File: src/rtl/adder_4bit_pkg.sv
// Shared constants, result type and overflow helper for the registered adder.
// Overflow logic is only used when ADDER_4BIT_OVF_EN is defined.
package adder_4bit_pkg;

    localparam int DEFAULT_WIDTH = 4;

    typedef logic [DEFAULT_WIDTH:0] result_t;

    // Two's-complement overflow: like-signed operands produced an opposite-signed sum.
    function automatic logic signed_ovf(input logic a_msb, input logic b_msb, input logic s_msb);
        return (a_msb == b_msb) && (s_msb != a_msb);
    endfunction

endpackage

File: src/rtl/adder_4bit_full_adder.sv
// Single-bit full adder cell; one instance per bit of the ripple-carry chain.
module full_adder (
    input  logic a,
    input  logic b,
    input  logic ci,
    output logic s,
    output logic co
);

    assign s  = a ^ b ^ ci;
    assign co = (a & b) | (ci & (a ^ b));

endmodule

File: src/rtl/adder_4bit.sv
// Ripple-carry adder with a single registered output stage and valid pipe.
// Define ADDER_4BIT_OVF_EN to add the registered signed-overflow output Ovf.
module adder_4bit
    import adder_4bit_pkg::*;
#(
    parameter int WIDTH = DEFAULT_WIDTH
) (
    input  logic             clk,
    input  logic             rst,
    input  logic [WIDTH-1:0] A,
    input  logic [WIDTH-1:0] B,
    input  logic             Cin,
    input  logic             in_valid,
    output logic [WIDTH-1:0] Sum,
    output logic             Cout,
    output logic             out_valid
`ifdef ADDER_4BIT_OVF_EN
    ,
    output logic             Ovf
`endif
);

    logic [WIDTH:0]   carry_s;
    logic [WIDTH-1:0] sum_s;

    assign carry_s[0] = Cin;

    generate
        for (genvar i = 0; i < WIDTH; i++) begin : g_fa
            full_adder u_fa (
                .a  (A[i]),
                .b  (B[i]),
                .ci (carry_s[i]),
                .s  (sum_s[i]),
                .co (carry_s[i+1])
            );
        end
    endgenerate

    // Result register: loads only on accepted inputs, valid follows in_valid every edge.
    always_ff @(posedge clk or posedge rst) begin
        if (rst) begin
            Sum       <= '0;
            Cout      <= 1'b0;
            out_valid <= 1'b0;
        end else begin
            out_valid <= in_valid;
            if (in_valid) begin
                Sum  <= sum_s;
                Cout <= carry_s[WIDTH];
            end else begin
                Sum  <= Sum;
                Cout <= Cout;
            end
        end
    end

`ifdef ADDER_4BIT_OVF_EN
    logic ovf_s;

    assign ovf_s = signed_ovf(A[WIDTH-1], B[WIDTH-1], sum_s[WIDTH-1]);

    // Overflow flag register, loaded alongside Sum.
    always_ff @(posedge clk or posedge rst) begin
        if (rst) begin
            Ovf <= 1'b0;
        end else if (in_valid) begin
            Ovf <= ovf_s;
        end else begin
            Ovf <= Ovf;
        end
    end
`endif

endmodule

File: config.mk
export PLATFORM = sky130hd
export DESIGN_NAME = adder_4bit
export DESIGN_NICKNAME = d
export VERILOG_FILES = /design/src/rtl/adder_4bit_pkg.sv /design/src/rtl/adder_4bit_full_adder.sv /design/src/rtl/adder_4bit.sv
export SDC_FILE = /design/constraint.sdc
export NUM_CORES = 1
export LEC_CHECK = 0
export BUFFER_PORTS_ARGS = -buffer_cell sky130_fd_sc_hd__buf_4
export CAP_MARGIN = 20
export CORE_AREA = 2 2 39 41
export CTS_BUF_LIST = sky130_fd_sc_hd__clkbuf_8
export DETAILED_ROUTE_END_ITERATION = 8
export DIE_AREA = 0 0 41 43
export HOLD_SLACK_MARGIN = 0.03
export PLACE_DENSITY_LB_ADDON = 0.15
export SLEW_MARGIN = 10
export SYNTH_ARGS = -nofsm -noshare
export SYNTH_HDL_FRONTEND = slang
export SYNTH_HIERARCHICAL = 1
export SYNTH_SLANG_ARGS = --single-unit
File: constraint.sdc
create_clock -name clk -period 2.2 [get_ports clk]
set_input_delay 0.44 -clock clk [delete_from_list [all_inputs] [get_ports clk]]
set_output_delay 0.44 -clock clk [all_outputs]
set_load 0.03 [all_outputs]
Word level (Yosys, flattened, before mapping)
Index checks and enable logic that the tools add are counted.
- output and inout port bits: 6
- flip-flop bits (word level): 6
- bitwise gates (word level): 20
- operator list (operator ; number):
    $and A1 B1 Y1 ; 8
    $xor A1 B1 Y1 ; 8
    $or A1 B1 Y1 ; 4

Logic depth before layout (Yosys ltp)
Gate-level depths: netlist (run 1).
- depth after elaboration: 9
- depth in mapped cells: 5
- gate-level depth less buffers: 5

Hierarchy
Netlist (run 1), hierarchy kept.
- by module, submodules not included (module ; cells an instance ; area each (um2) ; instances):
    adder_4bit ; 12 ; 210.2 ; 1
    full_adder ; 1 ; 20.0 ; 4

Worst setup path after synthesis (run 1)
Ideal clock, no wire load.
- path type: input port to flip-flop
- start point: input A[0]
- end point: register Sum[3]
- stages: 5
- setup time: 125 ps
- data arrival time: 2292 ps
- slack: -217 ps
- cell sequence: fa_1 > fa_1 > fa_1 > fa_1 > mux2_2
- longest elaborated chain between the ends: 8
- RTL lines (element ; RTL line ; text):
    start: declaration ; adder_4bit.sv:10 ; input logic [WIDTH-1:0] A,
    $xor A1 B1 Y1 ; adder_4bit_full_adder.sv:11 ; assign co = (a & b) | (ci & (a ^ b));
    $and A1 B1 Y1 ; adder_4bit_full_adder.sv:11 ;
    $or A1 B1 Y1 * ; adder_4bit_full_adder.sv:11 ;
    $and A1 B1 Y1 * ; adder_4bit_full_adder.sv:11 ;
    $or A1 B1 Y1 * ; adder_4bit_full_adder.sv:11 ;
    net carry_s[2] ; adder_4bit.sv:23 ; logic [WIDTH:0] carry_s;
    $and A1 B1 Y1 * ; adder_4bit_full_adder.sv:11 ;
    $or A1 B1 Y1 * ; adder_4bit_full_adder.sv:11 ;
    net carry_s[3] ; adder_4bit.sv:23 ;
    $xor A1 B1 Y1 * ; adder_4bit_full_adder.sv:10 ; assign s = a ^ b ^ ci;
    net sum_s[3] ; adder_4bit.sv:24 ; logic [WIDTH-1:0] sum_s;
    end signal: assignment ; adder_4bit.sv:49 ; Sum <= sum_s;
    end signal: assignment ; adder_4bit.sv:52 ; Sum <= Sum;
    end: declaration ; adder_4bit.sv:14 ; output logic [WIDTH-1:0] Sum,
The timed path passes the listed nets; every way through them passes the cells marked *.
A chain may end at the register's enable or synchronous reset.

Final worst setup path (run 1)
- start point: input Cin
- end point: register Sum[3]
- longest elaborated chain between the ends: 7
- RTL lines (element ; RTL line ; text):
    start: declaration ; adder_4bit.sv:12 ; input logic Cin,
    $and A1 B1 Y1 ; adder_4bit_full_adder.sv:11 ;
    $or A1 B1 Y1 ; adder_4bit_full_adder.sv:11 ;
    net carry_s[1] ; adder_4bit.sv:23 ;
    $and A1 B1 Y1 ; adder_4bit_full_adder.sv:11 ;
    $or A1 B1 Y1 ; adder_4bit_full_adder.sv:11 ;
    net carry_s[2] ; adder_4bit.sv:23 ;
    $and A1 B1 Y1 ; adder_4bit_full_adder.sv:11 ;
    $or A1 B1 Y1 ; adder_4bit_full_adder.sv:11 ;
    net carry_s[3] ; adder_4bit.sv:23 ;
    $xor A1 B1 Y1 ; adder_4bit_full_adder.sv:10 ;
    net sum_s[3] ; adder_4bit.sv:24 ;
The timed path passes the listed nets, and every way through them passes these cells.

==> results of run 1 <==
layout by cell type (no fill, tap or decap):
cell type  count
dfrtp_1        6
clkbuf_8       3
buf_4         16
buf_6          1
mux2_4         1
inv_1          1
mux2_2         4
fa_2           4
flip-flops by register name (all words and copies together), names as in the netlist:
name and count:
Sum 4, Cout 1, out_valid 1
where the power goes:
group / internal [mW] / leakage [nW] / switching, mW
sequential: 0.131 / 0.0701 / 0.0102
clock: 0.117 / 0.0216 / 0.0440
combinational: 0.0648 / 0.138 / 0.0698
per-stage QoR:
stage                     hold slack, ns  cells  utilization [%]  setup WS, ns  instance area [µm²]
after floorplan                   0.2310     16                -      -0.09072                300.3
after global placement            0.3726     49            32.37       -0.2487                447.9
after detailed placement          0.3810     49            32.37       -0.2601                447.9
after CTS                         0.1481     52            35.90     -0.006333                496.7
after global routing              0.1576     52            35.90      -0.04070                496.7
final                             0.1410     52            35.90    -0.0007825                496.7
area by class of cell:
class | count | area [µm²] | share of cell area [%]
flip-flops and latches | 6 | 150.1 | 30.23
inverters | 1 | 3.754 | 0.7557
multi-input cells | 9 | 150.1 | 30.23
repair buffers | 17 | 131.4 | 26.45
clock buffers | 3 | 41.29 | 8.312
well taps | 16 | 20.02 | 4.030
final timing paths:
| check | from | to |
|---|---|---|
| setup reg to reg | Sum[3] | Sum[3] |
| max in group asynchronous | rst | Cout |
| setup / recovery | Cin | Sum[3] |
| min in group clk | in_valid | out_valid |
| hold reg to reg | Sum[2] | Sum[2] |
| hold / removal | rst | Sum[0] |
kinds of logic (layout without fill, tap and decap cells):
group	count (synthesis)	in the layout	share of synthesized area [%]
DFF	6	6	51.72
muxes	5	5	19.40
adders and majority gates	4	4	27.59
buffers and inverters	1	21	1.292
timing repair:
action                                  in CTS  in global routing
resized for setup                            2                  0
pin swaps                                    3                  2
endpoints found under the setup margin       1                  1
metal layers:
metal / GRT usage [%] / vias up / wire (µm)
li1: - / 93 / -
met1: 9.967 / 100 / 205
met2: 12.81 / 6 / 333
met3: 1.571 / 0 / 46
met4: 6.000 / 0 / 0
met5: 0 / - / 0
==> flow_summary.json, run 1 <==
{
  "status": "complete, but fails checks",
  "violations": "negative setup slack",
  "postSynth.topFlopCell": "dfrtp_1",
  "wirelength_routed_um": 585,
  "power_leakage_nw": 0.2298,
  "core_region_area_um2": 1384,
  "vias_after_detailed_routing": 199,
  "die_area_um2": 1763,
  "worst_clk_skew_ns": 0,
  "rows": 14,
  "grt_pass1_wl_um": 959,
  "max_slew.worst_pin.slew_ns": 0.2366,
  "initial_core_util_pct": 20.98,
  "netlist.top_cell.by_area": "dfrtp_1",
  "design.final.nets": 54,
  "setup_crit_start_kind": "primary input",
  "final_critical_path_setup_slack_ns": -0.0007825,
  "timing.critical_path.mode_cell": "fa_2",
  "max_slew_margin_pct": 84.21,
  "netlist_area_um2": 290.3,
  "filler_cell_count": 145,
  "insertion_delay_ns": 0.21,
  "criticalPathCategory": "in -> reg",
  "grt_overflow_total": 0,
  "synthesized_nets": 32,
  "yosys-top-cells-count": "dfrtp_1, mux2_2, fa_1",
  "drive_above_1_share_pct": 80.56,
  "clock_tree_from_tritoncts": "built",
  "worst-r2r-cell-count": 1,
  "max_freq_mhz": 454.4,
  "cts_setup_buffers": 0,
  "gpl.final_weighted_congestion": 0.6231,
  "ir_worst_vdd_mv": 0.2808,
  "cts_inserted_buffers": 3,
  "io-pin-count": 18,
  "cts-htree-levels": 1,
  "power.density_cell_area_nw_per_um2": 880.7,
  "most_common_cell_in_the_synthesized_netlist": "dfrtp_1",
  "worst-path-stages": 6,
  "slowest_delay_ns": 0.41,
  "antennaDiodeCount": 0,
  "critical_path_arrival_ns": 2.30,
  "yosysTopAreaCellShare_pct": 51.72,
  "crit_path_top_delay_cell": "fa_2",
  "setup-tns-final_ns": -0.0007825,
  "worst-path-max-fanout": 1,
  "min_path_type": "in -> async",
  "postSynthAreaPerCell_um2": 18.14,
  "critical_path_required_ns": 2.30,
  "cp-end-kind": "flip-flop",
  "route.antenna.remaining_nets": 0,
  "numPortBuffers": 17,
  "post-layout-total-power_mw": 0.4375,
  "area_growth_syn_to_layout_pct": 71.12,
  "synth_edf_count": 0,
  "timing_hold_violations_final": 0,
  "chipHeight_um": 43,
  "drc": 0,
  "first_global_vias": 224,
  "routed_via_density": 3.827,
  "rsz0062_at_grt": "yes",
  "drtIter0Drc": 2,
  "report.final.slew_viol_count": 0,
  "die_w_um": 41,
  "grt_max_degree": 7,
  "seq_area_frac_synth_pct": 51.72,
  "synth_area_leaders": "dfrtp_1, fa_1, mux2_2",
  "global_route.usage.total_pct": 8.418,
  "min_period_over_period_pct": 100.0,
  "hold_buffers": 0,
  "netlist-cell-type-count": 4,
  "synth_seq_cells": 6,
  "number_of_warnings_printed_during_yosys_synthesis": 6,
  "clock_period_minus_final_worst_setup_slack_ns": 2.201,
  "cts.reportedPaths.clkPinSlew_ns": 0.04,
  "wire_per_inst_um": 11.25,
  "timing.max_cap.violations": 0,
  "clock-root-buffer": "clkbuf_8",
  "clk_path_buf_depth": 2,
  "cp_cell_sequence": "buf_6 > fa_2 > fa_2 > fa_2 > fa_2 > mux2_4",
  "setup-violations-final": 1,
  "cts.sink_count": 6,
  "grt_antenna_before_repair": 0,
  "r2r_setup_slack_ns": 1.44,
  "crit_path_leading_delay_family": "adder cells",
  "synth_cells": 16,
  "drt_pre_antenna_iters": 3,
  "synth_async_sr_flop_share_pct": 100.0,
  "critical_path_buf_inv_count": 1
}
Note: power is estimated with default switching activity, not from simulation.
==> inputs of run 2 (changes only) <==
Settings changed: SETUP_SLACK_MARGIN set to 0.3, SKIP_CTS_REPAIR_TIMING set to 1.
==> run 2 against run 1 <==
  * The flow still finishes with violations (negative setup slack)
  * Final cell count stayed put
  * First-iteration DRC count is 50% lower
  * Die area stayed put
  * Combinational power hardly changed
  * Setup slack worse by 0.00060 ns
  * Maximum frequency hardly changed
  * Utilization is 0.27 points higher
  * Routed wire length is 2.6% higher
  * Largest power group unchanged
  * Highest routed layer unchanged
==> flow_summary.json, run 2 (synthesized netlist as in run 1, its figures left out) <==
{
  "setup-violations-final": 1,
  "drc": 0,
  "die_area_um2": 1763,
  "area_growth_syn_to_layout_pct": 72.41,
  "worst_clk_skew_ns": 0,
  "violations": "negative setup slack",
  "criticalPathCategory": "in -> reg",
  "drt_pre_antenna_iters": 2,
  "insertion_delay_ns": 0.21,
  "wire_per_inst_um": 11.54,
  "chipHeight_um": 43,
  "status": "complete, but fails checks",
  "first_global_vias": 233,
  "routed_via_density": 3.827,
  "cts_inserted_buffers": 3,
  "finish.utilization_pct": 36.17,
  "route.antenna.remaining_nets": 0,
  "setup.worst_path.end": "Sum[3]",
  "largest_register_ffs": 4,
  "r2r_setup_slack_ns": 1.44,
  "drive_above_1_share_pct": 80.56,
  "registers.top_by_ff_count": "Sum",
  "design.final.nets": 54,
  "reg.largest.list": "Sum x4, Cout x1, out_valid x1",
  "mostFrequentLayoutCells": "buf_4, dfrtp_1, fa_2, mux2_2, clkbuf_8",
  "power_leakage_nw": 0.2341,
  "initial_core_util_pct": 20.98,
  "drtIter0Drc": 1,
  "post-layout-total-power_mw": 0.4402,
  "vias_after_detailed_routing": 199,
  "final_common_cell": "buf_4",
  "timing.max_cap.violations": 0,
  "min_period_over_period_pct": 100.1,
  "clock_tree_from_tritoncts": "built",
  "cts.reportedPaths.clkPinSlew_ns": 0.04,
  "grt_max_degree": 7,
  "clock-root-buffer": "clkbuf_8",
  "clock_period_minus_final_worst_setup_slack_ns": 2.201,
  "grt_pass1_wl_um": 1007,
  "rr_startpoint": "Cout",
  "cp-end-kind": "flip-flop",
  "core_region_area_um2": 1384,
  "critical_path_required_ns": 2.30,
  "cts-htree-levels": 1,
  "gpl.final_weighted_congestion": 0.6231,
  "max_freq_mhz": 454.3,
  "global_route.usage.total_pct": 8.824,
  "io-pin-count": 18,
  "max_slew.worst_pin.slew_ns": 0.2366,
  "power.density_cell_area_nw_per_um2": 879.6,
  "max_slew_margin_pct": 84.21,
  "numPortBuffers": 17,
  "worst-path-max-fanout": 1,
  "reg2reg_to": "Cout",
  "timing_hold_violations_final": 0,
  "die_w_um": 41,
  "grt_overflow_total": 0,
  "cts.sink_count": 6,
  "critical_path_arrival_ns": 2.30,
  "antennaDiodeCount": 0,
  "grt_antenna_before_repair": 0,
  "report.final.slew_viol_count": 0,
  "clk_path_buf_depth": 2,
  "worst-r2r-cell-count": 1,
  "rows": 14,
  "ir_worst_vdd_mv": 0.2804,
  "timing.critical_path.from": "Cin",
  "setup_crit_start_kind": "primary input",
  "wirelength_routed_um": 600,
  "final_critical_path_setup_slack_ns": -0.001386,
  "rsz0062_at_grt": "yes",
  "min_path_type": "in -> async"
}
-- run 2: cell counts in the layout (fill, tap and decap cells not counted) --
No cell type changed its count.
-- run 2: area by class of cell --
cell class,count,area (µm²)
Fill cell,144,883.3
Clock buffer,3,41.29
Sequential cell,6,150.1
Timing Repair Buffer,17,131.4
Multi-Input combinational cell,9,153.9
Inverter,1,3.754
Tap cell,16,20.02
-- run 2: per-stage QoR --
step            TNS [ns]  std cells  setup slack (ns)  hold slack (ns)  instance area (µm²)
5_1_grt         -0.03968         52          -0.03968           0.1576                500.5
6_report       -0.001386         52         -0.001386           0.1408                500.5
3_5_place_dp     -0.4347         49           -0.2601           0.3810                447.9
3_3_place_gp     -0.4170         49           -0.2487           0.3726                447.9
2_1_floorplan   -0.09977         16          -0.09072           0.2310                300.3
4_1_cts         -0.03086         52          -0.03086           0.1481                489.2
-- run 2: metal layers --
metal / vias up / GRT usage [%] / part of all wire (%)
met5: - / 0 / 0
met4: 0 / 6.000 / 0
met3: 0 / 1.571 / 7.7
met2: 6 / 13.44 / 57
met1: 100 / 10.63 / 35
li1: 93 / - / -
-- run 2: worst min-delay path by stage --
stage | depth (start not counted) | slack (ns) | end
after floorplan | 1 | 0.23 | Cout
after global placement | 2 | 0.37 | out_valid
after detailed placement | 2 | 0.38 | Sum[3]
after CTS | 2 | 0.15 | Sum[0]
after global routing | 2 | 0.16 | Sum[2]
final | 2 | 0.14 | Sum[0]
-- run 2: critical path, stage by stage --
cell    delay, ns
buf_6        0.09
fa_2         0.37
fa_2         0.35
fa_2         0.37
fa_2         0.40
mux2_2       0.26
-- run 2: power breakdown --
part           switching [mW]  internal (mW)  total [mW]
registers              0.0102          0.131       0.142
clock network          0.0442          0.117       0.162
logic                  0.0704         0.0667       0.137
==> inputs of run 3 (changes only) <==
Settings changed: SYNTH_HIERARCHICAL 1 to not set.
==> run 3 against run 2 <==
  * The run now ends clean
  * Critical endpoint unchanged
  * Sequential power down 3%
  * Count of clock-buffer cells in the layout unchanged
  * First-iteration DRC count down 100%
  * Synthesized cell count up 69%
  * Maximum frequency up 14%
  * Final cell count up 19%
==> flow_summary.json, run 3 <==
{
  "status": "finished, final reports clean",
  "reg.largest.list": "Sum x4, Cout x1, out_valid x1",
  "rows": 14,
  "largest_register_ffs": 4,
  "grt_pass1_wl_um": 828,
  "timing.max_cap.violations": 0,
  "worst-path-stages": 9,
  "cts-htree-levels": 1,
  "worst-path-max-fanout": 1,
  "reg2reg_to": "Sum[2]",
  "core_region_area_um2": 1384,
  "critical_path_buf_inv_count": 4,
  "setup-violations-final": 0,
  "global_route.usage.total_pct": 8.155,
  "synth_top_family_by_area": "adder cells",
  "min_period_over_period_pct": 87.98,
  "synthesized_nets": 43,
  "cts_inserted_buffers": 3,
  "min_path_type": "in -> async",
  "worst_clk_skew_ns": 0,
  "setup_crit_start_kind": "primary input",
  "compound_gate_portion_of_the_synthesized_area_pct": 4.580,
  "synth_edf_count": 0,
  "cp_cell_sequence": "buf_4 > inv_1 > fa_1 > inv_1 > fa_2 > fa_2 > inv_1 > fa_1 > a21oi_1",
  "seq_area_frac_synth_pct": 45.80,
  "slowest_delay_ns": 0.40,
  "die_area_um2": 1763,
  "power.density_cell_area_nw_per_um2": 829.6,
  "timing.critical_path.mode_cell": "inv_1",
  "timing.critical_path.from": "A[0]",
  "final_critical_path_setup_slack_ns": 0.2644,
  "filler_cell_count": 152,
  "first_global_vias": 224,
  "dpl_worst_slack_ns": 0.02626,
  "multiInputGateArea_um2": 141.4,
  "criticalPathCategory": "in -> reg",
  "simple_gate_area_share_of_the_yosys_netlist_pct": 3.435,
  "dpl-instance-area_um2": 469.2,
  "design.final.nets": 64,
  "route.antenna.remaining_nets": 0,
  "area_growth_syn_to_layout_pct": 55.73,
  "max_freq_mhz": 516.6,
  "yosys.area_share.xor_xnor_pct": 0,
  "critical_path_arrival_ns": 2.08,
  "chipHeight_um": 43,
  "vias_after_detailed_routing": 226,
  "antennaDiodeCount": 0,
  "timing_hold_violations_final": 0,
  "ir_worst_vdd_mv": 0.1873,
  "postSynth.topFlopCell": "dfrtp_1",
  "synth_cells": 27,
  "power_leakage_nw": 0.2678,
  "drc": 0,
  "max_slew.worst_pin.slew_ns": 0.2163,
  "initial_core_util_pct": 23.69,
  "cts.sink_count": 6,
  "insertion_delay_ns": 0.22,
  "mostFrequentLayoutCells": "buf_4, inv_1, dfrtp_1",
  "multiplexer_share_of_the_synthesized_area_pct": 9.160,
  "clock_period_minus_final_worst_setup_slack_ns": 1.936,
  "crit_path_leading_delay_family": "adder cells",
  "netlist_area_um2": 327.8,
  "clock-root-buffer": "clkbuf_8",
  "numPortBuffers": 17,
  "wire_per_inst_um": 8.403,
  "setup.worst_path.end": "Sum[3]",
  "gpl.final_weighted_congestion": 0.6047,
  "critical_path_required_ns": 2.35,
  "crit_path_top_delay_cell": "fa_1",
  "wirelength_routed_um": 521,
  "cp-end-kind": "flip-flop",
  "drt_pre_antenna_iters": 1,
  "most_common_cell_in_the_synthesized_netlist": "inv_1",
  "setup-tns-final_ns": 0,
  "number_of_warnings_printed_during_yosys_synthesis": 0,
  "yosysTopAreaCellShare_pct": 45.80,
  "r2r_setup_slack_ns": 1.45,
  "finish.instance_area_um2": 510.5,
  "grt_max_degree": 10,
  "cts.reportedPaths.clkPinSlew_ns": 0.03,
  "grt_antenna_before_repair": 0,
  "netlist.top_cell.by_area": "dfrtp_1",
  "rr_startpoint": "Sum[2]",
  "yosys-top-cells-count": "inv_1, dfrtp_1, fa_1",
  "synth_seq_cells": 6,
  "registers.top_by_ff_count": "Sum",
  "rsz0062_at_grt": "yes",
  "clock_tree_from_tritoncts": "built",
  "grt_overflow_total": 0,
  "worst-r2r-cell-count": 1,
  "drive_above_1_share_pct": 52.17,
  "io-pin-count": 18,
  "report.final.slew_viol_count": 0,
  "synth_async_sr_flop_share_pct": 100.0,
  "drtIter0Drc": 0,
  "dp.final_hpwl_um": 445,
  "postSynthAreaPerCell_um2": 12.14,
  "routed_via_density": 3.645,
  "die_w_um": 41,
  "seqCellArea_um2": 150.1,
  "synth_area_leaders": "dfrtp_1, fa_1, inv_1",
  "final_common_cell": "buf_4",
  "clk_path_buf_depth": 2,
  "synth_fa_ha_area_share_pct": 24.43,
  "netlist-cell-type-count": 7,
  "max_slew_margin_pct": 85.56
}
-- run 3: changes by cell type in the layout (fill, tap and decap cells not counted), sizes merged --
| cell | previous run | this run |
|---|---|---|
| inv | 1 | 8 |
| a21oi | 0 | 3 |
| mux2 | 5 | 2 |
| nor2 | 0 | 3 |
-- run 3: layout make-up --
cell class / instances / area share [%]
Clock buffer: 3 / 8.088
Multi-Input combinational cell: 12 / 27.70
Sequential cell: 6 / 29.41
Timing Repair Buffer: 17 / 25.00
Tap cell: 16 / 3.922
Inverter: 8 / 5.882
-- run 3: cells by family (layout without fill, tap and decap cells) --
logic type,count (synthesis),in the layout
flip-flops,6,6
AND/OR/NAND/NOR,3,3
buffers and inverters,9,28
adder cells (fa/ha/maj),4,4
multiplexers,2,2
AO/OA/AOI/OAI,3,3
-- run 3: worst min-delay path by stage --
stage	to	cells after the start	slack [ns]
2_1_floorplan	Cout	1	0.23
3_3_place_gp	Sum[2]	2	0.36
3_5_place_dp	Sum[2]	2	0.37
4_1_cts	Sum[3]	2	0.13
5_1_grt	Sum[3]	2	0.15
6_report	Sum[2]	2	0.13
-- run 3: report_power, final --
group          internal (mW)  switching (mW)
Combinational         0.0581          0.0652
Sequential             0.129         0.00895
Clock                  0.117          0.0451
-- run 3: per-stage QoR --
stage | total power, mW | std cells | hold WS (ns) | util [%]
after detailed placement | 0.2654 | 59 | 0.3703 | 33.91
after CTS | 0.4323 | 62 | 0.1347 | 36.89
after floorplan | 0.2139 | 27 | 0.2310 | -
final | 0.4235 | 62 | 0.1301 | 36.89
after global routing | 0.4457 | 62 | 0.1452 | 36.89
after global placement | 0.2637 | 59 | 0.3635 | 33.91
-- run 3: metal layers --
| layer | global-route usage [%] | wire (µm) |
|---|---|---|
| met5 | 0 | 0 |
| met4 | 12.00 | 27 |
| met3 | 3.141 | 51 |
| met2 | 10.31 | 256 |
| met1 | 7.770 | 185 |
